File: config.mk
export PLATFORM = sky130hd
export DESIGN_NAME = player_button_encoder
export DESIGN_NICKNAME = d
export VERILOG_FILES = /design/src/rtl/player_button_encoder.sv
export SDC_FILE = /design/constraint.sdc
export NUM_CORES = 1
export LEC_CHECK = 0
export CAP_MARGIN = 20
export CELL_PAD_IN_SITES_DETAIL_PLACEMENT = 1
export CELL_PAD_IN_SITES_GLOBAL_PLACEMENT = 1
export CORE_UTILIZATION = 49
export DETAILED_ROUTE_END_ITERATION = 10
export HOLD_SLACK_MARGIN = 0.1
export PLACE_DENSITY = 0.79
export SLEW_MARGIN = 10
export SYNTH_ARGS = -nofsm -noshare
export SYNTH_HDL_FRONTEND = slang
export SYNTH_SLANG_ARGS = --single-unit
File: constraint.sdc
create_clock -name clk -period 4 [get_ports clk]
set_input_delay 0.6 -clock clk [delete_from_list [all_inputs] [get_ports clk]]
set_output_delay 0.6 -clock clk [all_outputs]
set_load 0.1 [all_outputs]
File: src/rtl/player_button_encoder.sv
// Colour push-button front-end: 2-flop synchroniser and counter debounce per button,
// then a one-shot encoder that reports a single clean press and flags multi-button presses.
module player_button_encoder #(
    parameter int COLOR_CODEFY_W  = 2,
    parameter int DEBOUNCE_CYCLES = 16
) (
    input  logic                      clk,
    input  logic                      rst_n,
    input  logic                      btn_red,
    input  logic                      btn_green,
    input  logic                      btn_blue,
    input  logic                      btn_yellow,
    input  logic                      enable,
    output logic [COLOR_CODEFY_W-1:0] player_button,
    output logic                      press_valid,
    output logic                      multi_press,
    output logic                      any_pressed
);

    localparam int CNT_W = $clog2(DEBOUNCE_CYCLES);
    localparam logic [CNT_W-1:0] CNT_MAX = CNT_W'(DEBOUNCE_CYCLES - 1);

    typedef enum logic [1:0] {
        IDLE,
        REPORT,
        WAIT_RELEASE
    } state_t;

    // Bit order: red=0, green=1, blue=2, yellow=3 (matches the colour code).
    logic [3:0] raw;
    logic [3:0] s1;
    logic [3:0] s2;
    logic [3:0] deb;

    assign raw = {btn_yellow, btn_blue, btn_green, btn_red};

    always_ff @(posedge clk or negedge rst_n) begin
        if (!rst_n) begin
            s1 <= '0;
            s2 <= '0;
        end else begin
            s1 <= raw;
            s2 <= s1;
        end
    end

    for (genvar g = 0; g < 4; g++) begin : g_deb
        logic             level;
        logic [CNT_W-1:0] cnt;

        always_ff @(posedge clk or negedge rst_n) begin
            if (!rst_n) begin
                level <= 1'b0;
                cnt   <= '0;
            end else if (s2[g] == level) begin
                cnt <= '0;
            end else if (cnt == CNT_MAX) begin
                level <= s2[g];
                cnt   <= '0;
            end else begin
                cnt <= cnt + CNT_W'(1);
            end
        end

        assign deb[g] = level;
    end

    logic                      single;
    logic                      several;
    logic [COLOR_CODEFY_W-1:0] press_code;

    assign any_pressed = |deb;
    assign single      = (deb != '0) && ((deb & (deb - 4'd1)) == '0);
    assign several     = any_pressed && !single;

    always_comb begin
        press_code = '0;
        case (deb)
            4'b0001: press_code = COLOR_CODEFY_W'(0);
            4'b0010: press_code = COLOR_CODEFY_W'(1);
            4'b0100: press_code = COLOR_CODEFY_W'(2);
            4'b1000: press_code = COLOR_CODEFY_W'(3);
            default: press_code = '0;
        endcase
    end

    state_t                    state;
    state_t                    state_next;
    logic [COLOR_CODEFY_W-1:0] code_next;
    logic                      valid_next;
    logic                      multi_next;

    always_comb begin
        state_next = state;
        code_next  = player_button;
        valid_next = 1'b0;
        multi_next = 1'b0;
        case (state)
            IDLE: begin
                if (several) begin
                    state_next = WAIT_RELEASE;
                    multi_next = 1'b1;
                end else if (single) begin
                    if (enable) begin
                        state_next = REPORT;
                        code_next  = press_code;
                        valid_next = 1'b1;
                    end else begin
                        state_next = WAIT_RELEASE;
                    end
                end
            end
            REPORT:       state_next = WAIT_RELEASE;
            WAIT_RELEASE: if (deb == '0) state_next = IDLE;
            default:      state_next = IDLE;
        endcase
    end

    // Strobes are registered off the transition so they coincide with the state they describe.
    always_ff @(posedge clk or negedge rst_n) begin
        if (!rst_n) begin
            state         <= IDLE;
            player_button <= '0;
            press_valid   <= 1'b0;
            multi_press   <= 1'b0;
        end else begin
            state         <= state_next;
            player_button <= code_next;
            press_valid   <= valid_next;
            multi_press   <= multi_next;
        end
    end

endmodule

== Word-level counts from Yosys, hierarchy flattened ==
Index checks and enable logic that the tools add are counted.

* $add $sub $neg: 5
* Equal/unequal tests: 15
* Mux-type cells: 20
* Bitwise logic cells: 6
* Reductions and logical operators: 14

{| class="wikitable"
|+ Operators with widths
! cell !! number
|-
| 4-bit two-way mux || 8
|-
| 4-bit == test, second input constant || 5
|-
| 4-bit by 1-bit adder with 4-bit output, second input constant || 4
|-
| 2-bit case mux with 3 select lines || 2
|-
| 2-bit AND reduction || 5
|-
| 4-bit logical NOT || 2
|-
| 2-bit two-way mux || 4
|-
| 1-bit two-way mux || 6
|-
| 1-bit NOT || 5
|-
| 4-bit AND || 1
|-
| 1-bit == test || 4
|-
| 4-bit by 2-bit == test with 1-bit output, second input constant || 1
|-
| 4-bit by 3-bit == test with 1-bit output, second input constant || 1
|-
| 4-bit AND reduction || 1
|-
| 4-bit nonzero test || 1
|-
| 4-bit OR reduction || 1
|-
| 4-bit by 1-bit subtractor with 4-bit output, second input constant || 1
|-
| 3-bit inequality test, second input constant || 1
|-
| 2-bit by 1-bit == test with 1-bit output, second input constant || 1
|-
| 2-bit == test, second input constant || 1
|-
| 1-bit logical AND || 2
|-
| 2-bit logical NOT || 1
|-
| 2-bit inequality test, second input constant || 1
|-
| 1-bit logical NOT || 1
|}

* Register bits: 34
* Word-level logic and storage cells: 74

== Depth between registers and ports, before layout ==
Gate-level depths: netlist of run 1.

* Depth after elaboration: 8
* Mapped depth: 5
* Mapped depth without buffers: 4

== Worst setup path before layout of run 1 ==
No wires, ideal clock.

* Path kind: reg2reg
* Start point: register g_deb[1].level
* End point: register player_button[0]
* Arrival: 1.701 ns
* Data required time: 3.874 ns
* Setup slack: 2.173 ns
* Cell stages (with the launch flop): 5
* Buffers on the path: 1
* Clock period less this slack: 1.827 ns
* Cell sequence: dfrtp_1 -> buf_6 -> or4_4 -> nor4b_4 -> mux2_4

* Elaborated cells between the ends (all ways): 14

{| class="wikitable"
|+ RTL lines
! item !! RTL line !! source
|-
| start, declared || 48 || <nowiki>logic level;</nowiki>
|-
| start signal, assigned || 58 || <nowiki>level <= s2[g];</nowiki>
|-
| 4-bit OR reduction || 72 || <nowiki>assign any_pressed = |deb;</nowiki>
|-
| named net any_pressed || 17 || <nowiki>output logic any_pressed</nowiki>
|-
| 1-bit logical AND || 74 || <nowiki>assign several = any_pressed && !single;</nowiki>
|-
| 1-bit NOT (no source line) || -- ||
|-
| 4-bit AND reduction (no source line) || -- ||
|-
| end signal, assigned || 128 || <nowiki>player_button <= code_next;</nowiki>
|-
| end, declared || 14 || <nowiki>output logic [COLOR_CODEFY_W-1:0] player_button,</nowiki>
|}

The timed path passes the listed nets, and every way through them passes these cells.
A chain may end at the register's enable or synchronous reset.

== Worst setup path after layout of run 1 ==
* Start point: register g_deb[1].level
* End point: output port any_pressed

* Longest elaborated chain between the ends: 1

{| class="wikitable"
|+ RTL lines
! item !! RTL line
|-
| 4-bit OR reduction || 72
|-
| end, declared || 17
|}

No other way between the ends.

==> results of run 1 <==
## Yosys cell counts, drive strengths merged, types with 3 or more instances
master	number	area [um2]
xnor2	10	87.6
o21ai	3	18.8
mux2	6	75.1
a311oi	5	43.8
a21o	3	22.5
a31oi	3	18.8
nor2	4	15.0
nand3	4	20.0
dfrtp	34	851
ha	4	50.1
nor2b	4	25.0
buf	3	30.0
## worst max-delay path, stage by stage, from the launching register on
cell,delay [ns]
dfrtp_1,0.49
or4_4,0.60
clkdlybuf4s50_1,0.99
## power groups by stage
stage,registers [mW],logic (mW),clock network (mW)
finish,0.370,0.0396,0.182
global route,0.373,0.0468,0.200
CTS,0.370,0.0408,0.188
detailed placement,0.377,0.0402,0
global placement,0.375,0.0378,0
floorplan,0.374,0.0221,0
## state kept, by name, summed over array words and instances, names as in the netlist
name,count
multi_press,1
player_button,2
g_deb.cnt,16
g_deb.level,4
s2,4
state,2
s1,4
press_valid,1
## area by class of cell
cell class | instances | area, um2
Clock buffer | 6 | 41.3
Clock inverter | 2 | 13.8
Fill cell | 253 | 997
Inverter | 1 | 3.75
Multi-Input combinational cell | 60 | 505
Sequential cell | 34 | 851
Tap cell | 30 | 37.5
Timing Repair Buffer | 12 | 118
## per-layer routing
layer	global-route usage (%)	share of wire, %
met1	19.7	45
met2	27.2	47
met3	5.15	4.0
met4	9.64	3.4
met5	0	0
## stage by stage
| step | std cells | util, % |
|---|---|---|
| CTS | 145 | 61.2 |
| global route | 145 | 61.2 |
| global placement | 137 | 59.0 |
| floorplan | 98 | - |
| detailed placement | 137 | 59.0 |
| finish | 145 | 61.2 |
## layout by cell type, fill, tap and decap left out
| master | netlist | layout |
|---|---|---|
| dfrtp_1 | 34 | 34 |
| clkdlybuf4s50_1 | 0 | 11 |
| xnor2_1 | 10 | 10 |
| a311oi_1 | 5 | 5 |
| clkbuf_4 | 0 | 5 |
| nor2_1 | 4 | 4 |
| nor2b_1 | 4 | 4 |
| nand3_1 | 4 | 4 |
| mux2_2 | 4 | 4 |
| ha_1 | 4 | 4 |
| a21o_1 | 3 | 3 |
| a31oi_1 | 3 | 3 |
| nor3b_1 | 2 | 2 |
| a21oi_1 | 2 | 2 |
| o21ai_0 | 2 | 2 |
| a211oi_2 | 2 | 2 |
| nor3_1 | 2 | 2 |
| mux2_4 | 2 | 2 |
| or4_4 | 1 | 1 |
| inv_1 | 1 | 1 |
| nand4b_1 | 1 | 1 |
| nor4_1 | 1 | 1 |
| o21ai_2 | 1 | 1 |
| nor4b_4 | 1 | 1 |
| mux2i_1 | 1 | 1 |
| nor4b_1 | 1 | 1 |
| clkbuf_1 | 0 | 1 |
| clkinv_4 | 0 | 1 |
| clkinv_2 | 0 | 1 |
| buf_4 | 1 | 1 |
## worst max path at each step
stage | start | slack [ns] | depth (start not counted) | endpoint
after CTS | g_deb[1].level | 0.97 | 2 | any_pressed
after global routing | g_deb[1].level | 0.93 | 2 | any_pressed
after global placement | g_deb[1].level | 1.40 | 2 | any_pressed
final | g_deb[1].level | 0.99 | 2 | any_pressed
after floorplan | g_deb[1].level | 2.17 | 4 | player_button[0]
after detailed placement | g_deb[1].level | 1.36 | 2 | any_pressed
## cell families after synthesis
kind of cell	count (synthesis)	share of synthesized area, %
xor gates and xnor gates	10	6.30
and+or+nand+nor	21	10.4
AOI/OAI and AO/OA	18	9.99
buffers and inverters	4	2.43
adders and majority gates	4	3.60
DFF	34	61.2
muxes	7	6.12
==> impl_metrics.json, run 1 <==
{
  "ir_worst_vdd_v": 0.000278,
  "power_frac_comb_pct": 6.7,
  "hp-class": "register to register",
  "area_growth_pct": 13.0,
  "place.gp.congestion": 0.722,
  "max_freq_mhz": 332,
  "synth_edf_count": 0,
  "internal-power_mw": 0.446,
  "avgSynthCellArea_um2": 14.2,
  "r2r_slack_ns": 2.28,
  "fin_area_um2": 1570,
  "setup_violations": 0,
  "synthesis.nets": 109,
  "start_util_pct": 54.1,
  "clock_latency_ns": 0.33,
  "cp-end-kind": "primary output",
  "status": "complete, no violations",
  "path_clk_slew_ns": 0.10,
  "p_sw_mw": 0.145,
  "power_frac_clock_pct": 30.7,
  "h-tree-depth": 2,
  "nets": 125,
  "fp.dieH_um": 55.3,
  "grt_antenna_before_repair": 0,
  "place_ws_ns": 1.36,
  "crit_path_max_fanout": 7,
  "start_kind": "register",
  "ys_seq_elements": 34,
  "maxCapViolCount": 0,
  "fin_ws_ns": 0.992,
  "antenna_cells": 0,
  "whs_endpoint": "s2[1]",
  "cts_buffers": 5,
  "worstPathArrival_ns": 2.41,
  "core_um2": 2570,
  "hold_ws_ns": 0.359,
  "netSwitchingFraction_pct": 24.5,
  "powerDensity_nw_per_um2": 376,
  "r2r-start": "g_deb[3].level",
  "worstMarginPinSlew_ns": 0.968,
  "finClkSkew_ns": 0.0119,
  "ys_seq_area_share_pct": 61.2,
  "ctsResizeCount": 0,
  "grt_first_pass_wirelength_um": 3900,
  "drt_first_iter_violations": 9,
  "synth_top_flop_cell": "dfrtp_1",
  "hold_depth": 0,
  "finalCritPeriodShare_pct": 75.2,
  "rows": 18,
  "required_ns": 3.40,
  "min_period_ns": 3.01,
  "cts_tree": "built",
  "ff2ff_path_depth": 4,
  "drive_gt1_share_pct": 16.5,
  "async_reset_ff_share_pct": 100,
  "report.final.slew_viol_count": 0,
  "grt_max_degree": 35,
  "dieWidth_um": 55.3,
  "wirelength_um": 2150,
  "ios": 12,
  "cts.hold.buffers_added": 0,
  "post-cts-setup-buffer-count": 0,
  "gr-total-overflow": 0,
  "p_leak_nw": 0.691,
  "placed_cell_area_um2": 1520,
  "drcViolationCount": 0,
  "power_mw": 0.591,
  "max_slew_margin_pct": 35.2,
  "path_class": "register to primary output",
  "cts_buffer_depth": 2,
  "routedWlPerCell_um": 14.8,
  "root_buffer": "clkbuf_4",
  "dr.pass1.iters": 3,
  "grt_pass1_vias": 891,
  "ant_nets": 0,
  "cts.sinks": 34,
  "vias": 821,
  "die_area_um2": 3050,
  "viasPerCell": 5.66,
  "rsz0062_at_grt": "false",
  "tns_ns": 0,
  "hold_viol_final": 0,
  "ys_warn_count": 0,
  "synth_cells": 98,
  "syn_area_um2": 1390,
  "hold_start": "s1[1]",
  "hpwl_um": 1520,
  "r2r-end": "player_button[1]",
  "synth_cell_types": 26,
  "p_seq_share_pct": 62.6,
  "port_buffers": 11,
  "grt_usage_pct": 16.8
}
Power figures use the tool's default switching activity.
==> run 2, diff against run 1 <==
Settings changed: CORE_UTILIZATION 49 to 41, PLACE_DENSITY 0.79 to 0.7.
Clock period 4 ns to 2.65 ns, I/O delays scaled along.
==> run 2 against run 1 <==
  * Cell count up 9.7%
  * Highest routed layer unchanged
  * Critical path depth unchanged
  * Largest cell class unchanged
  * Sequential share of layout area is 0.34 points lower
  * Die area grew 19%
  * Clock-buffer cell count up 1
  * Routed wire length grew 3.0%
==> impl_metrics.json, run 2 (same netlist as run 1, synthesis figures left out) <==
{
  "status": "complete, no violations",
  "max_stage_delay_ns": 0.60,
  "ant_nets": 0,
  "grt_antenna_before_repair": 0,
  "finalCritPeriodShare_pct": 77.8,
  "die_area_um2": 3630,
  "hold_viol_final": 0,
  "core_um2": 3130,
  "antenna_cells": 0,
  "hold_start": "s1[0]",
  "top_register": "g_deb.cnt",
  "start_kind": "register",
  "hold_depth": 0,
  "cp_slowest_cell": "or4_4",
  "max_freq_mhz": 485,
  "critPathBufInv": 1,
  "powerDensity_nw_per_um2": 571,
  "cts_tree": "built",
  "drt_first_iter_violations": 15,
  "ff2ff_path_depth": 4,
  "power_mw": 0.902,
  "hold_ws_ns": 0.357,
  "grt_pass1_vias": 909,
  "finalNonFillerCells": 159,
  "ios": 12,
  "drcViolationCount": 0,
  "r2r-start": "g_deb[3].level",
  "start_util_pct": 44.4,
  "final_common_cell": "dfrtp_1",
  "grt_max_degree": 35,
  "final_cell_mix": "dfrtp_1 (34), xnor2_1 (10), clkdlybuf4s50_1 (6), buf_4 (6)",
  "cts_buffers": 5,
  "nets": 125,
  "worstPathArrival_ns": 1.66,
  "wirelength_um": 2210,
  "port_buffers": 11,
  "cts_buffer_depth": 2,
  "gr-total-overflow": 0,
  "hpwl_um": 1630,
  "tns_ns": 0,
  "maxCapViolCount": 0,
  "dr.pass1.iters": 2,
  "hp-class": "register to register",
  "report.final.slew_viol_count": 0,
  "min_period_ns": 2.06,
  "ctsResizeCount": 0,
  "ir_worst_vdd_v": 0.000249,
  "cts.sinks": 34,
  "place_inst": 151,
  "crit_path_max_fanout": 7,
  "vias": 830,
  "clock_latency_ns": 0.33,
  "required_ns": 2.25,
  "cts.hold.buffers_added": 0,
  "place.gp.congestion": 0.684,
  "fp.dieH_um": 60.2,
  "path_clk_slew_ns": 0.10,
  "p_leak_nw": 0.704,
  "grt_first_pass_wirelength_um": 3980,
  "rows": 20,
  "h-tree-depth": 2,
  "crit_chain": "or4_4, buf_4",
  "r2r_slack_ns": 0.95,
  "path_class": "register to primary output",
  "viasPerCell": 5.22,
  "worstMarginPinSlew_ns": 0.409,
  "dieWidth_um": 60.2,
  "cp-end-kind": "primary output",
  "grt_usage_pct": 15.6,
  "cp-startpoint": "g_deb[1].level",
  "area_growth_pct": 13.7,
  "crit_family": "simple AND/OR/NAND/NOR gates",
  "finClkSkew_ns": 0.00854,
  "routedWlPerCell_um": 13.9,
  "crit_cells": 2,
  "post-cts-setup-buffer-count": 0,
  "root_buffer": "clkbuf_4",
  "max_slew_margin_pct": 72.7,
  "largest_reg_flops": 16,
  "setup_violations": 0,
  "drive_gt1_share_pct": 20.9,
  "rsz0062_at_grt": "false"
}
[run 2: cell types whose count changed in the layout (fill, tap and decap cells not counted), sizes merged]
cell	before	now
buf	1	6
clkdlybuf4s50	11	6
clkinv	2	1
clkbuf	6	7
[run 2: stage by stage]
step,setup WS (ns),utilization (%),area [um2]
5_1_grt,0.518,50.5,1580
4_1_cts,0.552,50.5,1580
6_report,0.589,50.5,1580
3_3_place_gp,0.945,48.6,1520
2_1_floorplan,0.823,-,1390
3_5_place_dp,0.916,48.6,1520
[run 2: worst register-to-register path: stages, from the launching register on]
cell	delay [ns]
dfrtp_1	0.49
a211oi_2	0.33
o21ai_2	0.14
nor4b_4	0.32
mux2_4	0.33
[run 2: report_power, final]
| part | switching, mW | leakage (nW) | internal (mW) |
|---|---|---|---|
| registers | 0.0189 | 0.446 | 0.540 |
| clock network | 0.156 | 0.0353 | 0.128 |
| logic | 0.0290 | 0.223 | 0.0298 |
[run 2: final timing paths]
| kind | to |
|---|---|
| worst max register to register | player_button[1] |
| worst min register to register | s2[0] |
| worst max-delay path | any_pressed |
| max in group asynchronous | g_deb[2].cnt[0] |
| min in group asynchronous | g_deb[1].cnt[0] |
| worst min-delay path | s2[0] |
[run 2: layer usage]
layer / track usage, % / routed length [um] / vias up
met4: 8.97 / 44 / 0
met2: 26.4 / 1140 / 17
met3: 6.06 / 114 / 4
met1: 16.3 / 917 / 419
met5: 0 / 0 / -
li1: - / - / 390
[run 2: area by class of cell]
class	instances	area (um2)
fill	339	1550
clock inverter	1	5.00
timing repair buffer	12	105
sequential	34	851
clock buffer	7	55.1
multi-input combinational	60	505
tap	44	55.1
inverter	1	3.75
==> run 3, diff against run 2 <==
Settings changed: CORE_UTILIZATION 41 to 46, PLACE_DENSITY 0.7 to 0.75.
Clock period 2.65 ns to 2.1 ns, I/O delays scaled along.
==> run 3 against run 2 <==
  * Via count down 2.0%
  * First-iteration DRC count grew 6.7%
  * Clock-buffer cell count stayed put
  * Core utilization is 5.7 points higher
  * Critical path depth unchanged
  * Sequential power grew 26%
  * Design area shrank 0.24%
  * Worst setup slack got worse by 0.42 ns
  * Total power is 27% higher
  * Largest cell class unchanged
  * Largest power group unchanged
==> impl_metrics.json, run 3 (same netlist as run 1, synthesis figures left out) <==
{
  "power_frac_comb_pct": 6.6,
  "gr-total-overflow": 0,
  "nets": 125,
  "cts.hold.buffers_added": 0,
  "internal-power_mw": 0.881,
  "powerDensity_nw_per_um2": 728,
  "cp_slowest_cell": "or4_4",
  "final_cell_mix": "dfrtp_1 (34), xnor2_1 (10), clkdlybuf4s50_1 (6)",
  "crit_path_max_fanout": 7,
  "status": "complete, no violations",
  "ios": 12,
  "finalCritPeriodShare_pct": 91.9,
  "critPathBufInv": 1,
  "ant_nets": 0,
  "core_um2": 2810,
  "grt_pass1_vias": 879,
  "grt_antenna_before_repair": 0,
  "max_slew_margin_pct": 72.0,
  "wirelength_um": 2200,
  "rows": 19,
  "cts_buffers": 5,
  "tns_ns": 0,
  "cts.sinks": 34,
  "vias": 813,
  "maxCapViolCount": 0,
  "hpwl_um": 1590,
  "path_clk_slew_ns": 0.09,
  "hold_viol_final": 0,
  "required_ns": 1.78,
  "largest_reg_flops": 16,
  "p_leak_nw": 0.707,
  "root_buffer": "clkbuf_4",
  "viasPerCell": 5.57,
  "cts_tree": "built",
  "power_frac_clock_pct": 32.1,
  "post-cts-setup-buffer-count": 0,
  "p_seq_share_pct": 61.3,
  "setup_violations": 0,
  "clock_latency_ns": 0.33,
  "place.gp.congestion": 0.690,
  "grt_usage_pct": 17.2,
  "fp.dieH_um": 57.0,
  "ir_worst_vdd_v": 0.000478,
  "report.final.slew_viol_count": 0,
  "max_stage_delay_ns": 0.61,
  "fin_area_um2": 1580,
  "dr.pass1.iters": 4,
  "rsz0062_at_grt": "false",
  "area_growth_pct": 13.4,
  "path_class": "register to primary output",
  "routedWlPerCell_um": 15.0,
  "port_buffers": 11,
  "die_area_um2": 3250,
  "drive_gt1_share_pct": 20.9,
  "crit_chain": "or4_4, buf_12",
  "start_util_pct": 49.6,
  "start_kind": "register",
  "max_freq_mhz": 518,
  "cts_buffer_depth": 2,
  "finClkSkew_ns": 0.0109,
  "grt_max_degree": 35,
  "cp-end-kind": "primary output",
  "worstPathArrival_ns": 1.61,
  "min_period_ns": 1.93,
  "dieWidth_um": 57.0,
  "crit_family": "simple AND/OR/NAND/NOR gates",
  "drcViolationCount": 0,
  "hp-class": "register to register",
  "final_common_cell": "dfrtp_1",
  "ctsResizeCount": 0,
  "antenna_cells": 0,
  "worstMarginPinSlew_ns": 0.419,
  "grt_first_pass_wirelength_um": 4110,
  "netSwitchingFraction_pct": 23.2,
  "drt_first_iter_violations": 16,
  "p_sw_mw": 0.267,
  "placed_cell_area_um2": 1520,
  "fillCellCount": 283,
  "top_register": "g_deb.cnt",
  "h-tree-depth": 2
}
-- run 3: cell counts in the layout (fill, tap and decap cells not counted) --
No cell type changed its count.
-- run 3: final timing paths --
kind                            cells past startpoint               end  slack, ns           start
worst min register to register                      0             s2[2]       0.36           s1[2]
max in group asynchronous                           2   g_deb[3].cnt[1]       1.41           rst_n
worst max-delay path                                2       any_pressed       0.17  g_deb[1].level
min in group asynchronous                           2   g_deb[0].cnt[2]       0.37           rst_n
worst min-delay path                                0             s2[2]       0.36           s1[2]
worst max register to register                      4  player_button[1]       0.41  g_deb[3].level
-- run 3: power by group through the flow --
stage	combinational, mW	sequential [mW]	clock, mW
finish	0.0752	0.704	0.368
global route	0.0883	0.709	0.419
CTS	0.0777	0.704	0.381
detailed placement	0.0771	0.717	0
global placement	0.0719	0.715	0
floorplan	0.0421	0.712	0
-- run 3: cell type report --
| class | count | area, um2 | area share, % |
|---|---|---|---|
| sequential | 34 | 851 | 54.0 |
| tap | 31 | 38.8 | 2.46 |
| timing repair buffer | 12 | 118 | 7.46 |
| clock buffer | 7 | 55.1 | 3.49 |
| multi-input combinational | 60 | 505 | 32.1 |
| inverter | 1 | 3.75 | 0.238 |
| clock inverter | 1 | 5.00 | 0.317 |
-- run 3: stage by stage --
stage               hold WS [ns]  total power, mW  util [%]  setup slack (ns)  cells
global route               0.364             1.22      56.2            0.0901    146
CTS                        0.360             1.16      56.2             0.151    146
floorplan                 0.0194            0.754         -             0.273     98
finish                     0.357             1.15      56.2             0.170    146
global placement           0.332            0.787      54.1             0.464    138
detailed placement         0.337            0.794      54.1             0.410    138
-- run 3: routing by layer --
metal	GRT usage (%)	wire length (um)	vias up	part of all wire, %
met5	0	0	-	0
met3	6.80	122	9	5.6
met2	24.5	976	21	44
li1	-	-	392	-
met4	8.36	74	0	3.4
met1	23.0	1020	391	47
